### src/rtl/sega_pad_emu.sv
// Device end of the Mega Drive joystick port: answers the host's SEL strobe with
// 3-button or 6-button pad data on six active-low lines.
module sega_pad_emu #(
   parameter int TIMEOUT_CYC = 75000,
   parameter int TMR_W       = 17
) (
   input  logic        clk50,
   input  logic        reset,
   input  logic        sel,
   input  logic        mode6,
   input  logic [11:0] buttons,
   output logic [5:0]  pad,
   output logic [2:0]  phase
);

   logic             sel_meta;
   logic             sel_s;
   logic             sel_d;
   logic [TMR_W-1:0] timer;
   logic             fall;
   logic             rise;
   logic [5:0]       pad_next;

   assign fall = sel_d & ~sel_s;
   assign rise = ~sel_d & sel_s;

   // Line order is {C/START, B/A, RT, LT, DN, UP}; buttons[5:0] already matches the high-SEL map.
   always_comb begin
      pad_next = ~buttons[5:0];
      if (sel_s) begin
         if (mode6 && phase == 3'd3)
            pad_next = ~{buttons[5], buttons[4], buttons[11], buttons[10], buttons[9], buttons[8]};
      end else if (mode6 && phase == 3'd3) begin
         pad_next = {~buttons[7], ~buttons[6], 4'b0000};
      end else if (mode6 && phase == 3'd4) begin
         pad_next = {~buttons[7], ~buttons[6], 4'b1111};
      end else begin
         pad_next = {~buttons[7], ~buttons[6], 2'b00, ~buttons[1], ~buttons[0]};
      end
   end

   always_ff @(posedge clk50) begin
      if (reset) begin
         sel_meta <= 1'b1;
         sel_s    <= 1'b1;
         sel_d    <= 1'b1;
         timer    <= '0;
         phase    <= 3'd0;
         pad      <= 6'b111111;
      end else begin
         sel_meta <= sel;
         sel_s    <= sel_meta;
         sel_d    <= sel_s;
         pad      <= pad_next;

         // A SEL edge always beats timer expiry in the same cycle.
         if (fall || rise) begin
            timer <= '0;
            if (fall && phase != 3'd4)
               phase <= phase + 3'd1;
         end else if (timer == TMR_W'(TIMEOUT_CYC - 1)) begin
            timer <= '0;
            phase <= 3'd0;
         end else begin
            timer <= timer + 1'b1;
         end
      end
   end

endmodule

### config.mk
export PLATFORM = sky130hd
export DESIGN_NAME = sega_pad_emu
export DESIGN_NICKNAME = d
export VERILOG_FILES = /design/src/rtl/sega_pad_emu.sv
export SDC_FILE = /design/constraint.sdc
export NUM_CORES = 1
export LEC_CHECK = 0
export ABC_AREA = 0
export BUFFER_PORTS_ARGS = -buffer_cell sky130_fd_sc_hd__clkbuf_2
export CORE_UTILIZATION = 35
export CTS_BUF_LIST = sky130_fd_sc_hd__clkbuf_4
export DETAILED_ROUTE_END_ITERATION = 8
export HOLD_SLACK_MARGIN = 0.1
export PLACE_DENSITY = 0.63
export SLEW_MARGIN = 20
export SYNTH_ARGS = -nofsm -noshare
export SYNTH_HDL_FRONTEND = slang
export SYNTH_SLANG_ARGS = --single-unit
### constraint.sdc
create_clock -name clk50 -period 1.86 [get_ports clk50]
set_input_delay 0.186 -clock clk50 [delete_from_list [all_inputs] [get_ports clk50]]
set_output_delay 0.186 -clock clk50 [all_outputs]
set_load 0.01 [all_outputs]
==> impl_metrics.ini <==
[min_path]
holdCritPathClass = primary input to flop

[placement]
dpl.hpwl_mm = 1.927
place_area_mm2 = 0.001493
dp.cells = 211
gp_congestion = 0.7227
portBuffers = 24

[floorplanning]
core_area_mm2 = 0.003416
die_w_um = 62.51
die_y_um = 62.51
rows = 21
dieArea_mm2 = 0.003907
initial_core_util_pct = 37.51
pin_count = 25

[cts]
cts_tree = done
cts_root_buffer = clkbuf_4
clk_path_buf_depth = 2
clk_latency_ps = 320
cts_setup_buffers = 0
path_clk_slew_ps = 90
htreeDepth = 2
cts_resized = 0
numCtsBuffers = 5
numClockSinks = 29

[worst_setup_path]
crit_type = flop to flop
critPathMaxFanout = 5
cp_slowest_cell = or4_4
crit_chain = or4b_1, or4_4, o211ai_1, a21oi_1
crit_required_ps = 2060
cp_slowest_stage_delay_ps = 600
cp.arrival_ps = 2060
worstSetupEndpointType = flop
crit_path_start_kind = flop

[timing]
hold_viol = 0
fin_crit_ps = 1853
slew_violations = 0
finalSetupViolations = 0
fin_tns_setup_ps = 0
whs_ps = 164.8
max-slew-margin-rel_pct = 77.46
worst_pin_slew_ps = 333.7
fmax_mhz = 539.7
skew_ps = 6.791
rsz0062_at_grt = true
finalCritPeriodShare_pct = 99.62

[power_and_ir_drop]
powerDensity_mw_per_mm2 = 673.9
p_total_w = 0.001067
combinationalPowerShare_pct = 7.8
internal-power_w = 0.0008147
swShare_pct = 23.67
seqPwrFrac_pct = 60.4
peakVddDrop_v = 0.0003838
p_sw_w = 0.0002527
cellLeakagePower_nw = 0.6155
clkPwrFrac_pct = 31.8

[detailed_routing]
first_iter_violations = 26
drc = 0
dr_total_vias = 1084
viasPerCell = 4.861
drt_first_pass_iters = 4
wl_per_cell_um = 11.54
wirelength_mm = 2.574
ant_nets = 0

[yosys]
synth_area_per_cell_um2 = 9.352
syn_nets = 158
syn-instance-count = 137
synth_warnings = 0
ys_seq_area_share_pct = 45.31
synth.distinct_cells = 27
ys_seq_elements = 29
synth_area_mm2 = 0.001281

[global_route]
overflow = 0
grt_usage_pct = 13.75
grt_start_max_net_pins = 18
grt_pass1_vias = 1025
grt_pass1_wl_mm = 4.209
grt_antenna_before_repair = 0

[outcome]
status = finished, final reports clean

[cells_and_area]
final_cell_area_mm2 = 0.001584
antenna_cells = 0
fin_nets = 197
fin_cells = 223
syn_to_final_growth_pct = 23.63
drive_gt1_share_pct = 28.25

[run]
maxCapViolCount = 0
[power groups by stage]
stage	Clock, W	Combinational [W]	Sequential (W)
final	0.000339	0.0000831	0.000645
after CTS	0.000362	0.0000812	0.000645
after global placement	0	0.0000724	0.000659
after global routing	0.000399	0.0000942	0.000647
after floorplan	0	0.0000440	0.000663
after detailed placement	0	0.0000760	0.000660
[layout make-up]
type,instances,area [um^2]
clock buffers,5,37.54
clock inverters,3,12.51
fillers,342,1832
inverters,9,33.78
multi-input cells,96,651.9
flip-flops and latches,29,580.6
well taps,46,57.56
repair buffers,35,210.2
[cells by family (layout without fill, tap and decap cells)]
group / after synthesis / after routing / synth area share (%)
buf+inv: 13 / 52 / 4.687
xor+xnor: 15 / 15 / 10.25
simple gates: 60 / 61 / 25.98
compound gates: 11 / 11 / 5.567
fa+ha+maj: 5 / 5 / 4.883
flops: 29 / 29 / 45.31
mux: 4 / 4 / 3.320
[registers in the layout (all words and copies together), names as in the netlist]
signal / flops
timer: 17
phase: 3
sel_s: 1
sel_d: 1
pad: 6
sel_meta: 1
[metrics by stage]
stage | util (%) | worst slack (ps)
after floorplan | - | 64.76
after global placement | 43.70 | 62.15
after detailed placement | 43.70 | 26.91
after CTS | 46.04 | 9.506
after global routing | 46.37 | -35.38
final | 46.37 | 7.048
[metal layers]
layer	GRT usage, %	vias up	part of all wire [%]
li1	-	552	-
met1	14.07	498	41
met2	24.46	28	50
met3	5.474	6	6.7
met4	6.105	0	1.6
met5	0	-	0
[Yosys cell counts]
cell,count,area (um^2)
dfxtp_1,29,580.6
nor2_1,22,82.58
xnor2_1,14,122.6
inv_1,9,33.78
nand3_1,6,30.03
nand4_1,6,37.54
or2_2,6,37.54
ha_1,5,62.56
o211ai_1,5,37.54
nand2_1,4,15.01
nor3_1,4,20.02
nor4_1,4,25.02
a21oi_1,3,15.01
clkbuf_1,3,11.26
mux2_2,2,22.52
mux2i_1,2,20.02
nand3b_1,2,15.01
o21ai_0,2,10.01
a41oi_1,1,8.760
and2_1,1,6.260
buf_8,1,15.01
nand3b_4,1,20.02
nand4b_1,1,8.760
or4_4,1,11.26
or4b_1,1,10.01
or4b_4,1,13.76
xor2_1,1,8.760
[final timing paths]
| path | start | to | slack [ps] | cells past startpoint |
|---|---|---|---|---|
| max | timer[11] | phase[2] | 7 | 4 |
| min | buttons[11] | pad[3] | 160 | 3 |
| max reg2reg | timer[11] | phase[2] | 7 | 4 |
| min reg2reg | sel_meta | sel_s | 420 | 1 |
[layout by cell type, fill, tap and decap left out, drive strengths merged]
master       instances
or2                  6
nand3                6
xor2                 1
clkbuf              29
clkinv               3
mux2i                2
buf                  8
mux2                 2
nand2                4
nand3b               4
dfxtp               29
nand4                6
xnor2               14
a21oi                3
nor2                22
nand4b               1
ha                   5
nor4                 4
nor3                 4
dlygate4sd3          3
a41oi                1
or4                  1
o211ai               5
inv                  9
and2                 1
o21ai                2
or4b                 2
[critical path, delay by kind of cell, from the launching register on]
| kind | cells | cell delay (ps) |
|---|---|---|
| AOI/OAI and AO/OA | 2 | 290 |
| DFF | 1 | 330 |
| and+or+nand+nor | 2 | 1120 |
[timing repair]
| item | 4_1_cts | 5_1_grt |
|---|---|---|
| hold buffers | 3 | 0 |
| endpoints found under the setup margin | 0 | 17 |
| hold endpoints to repair | 3 | 0 |
No activity file was read; power rests on OpenSTA's default activity.
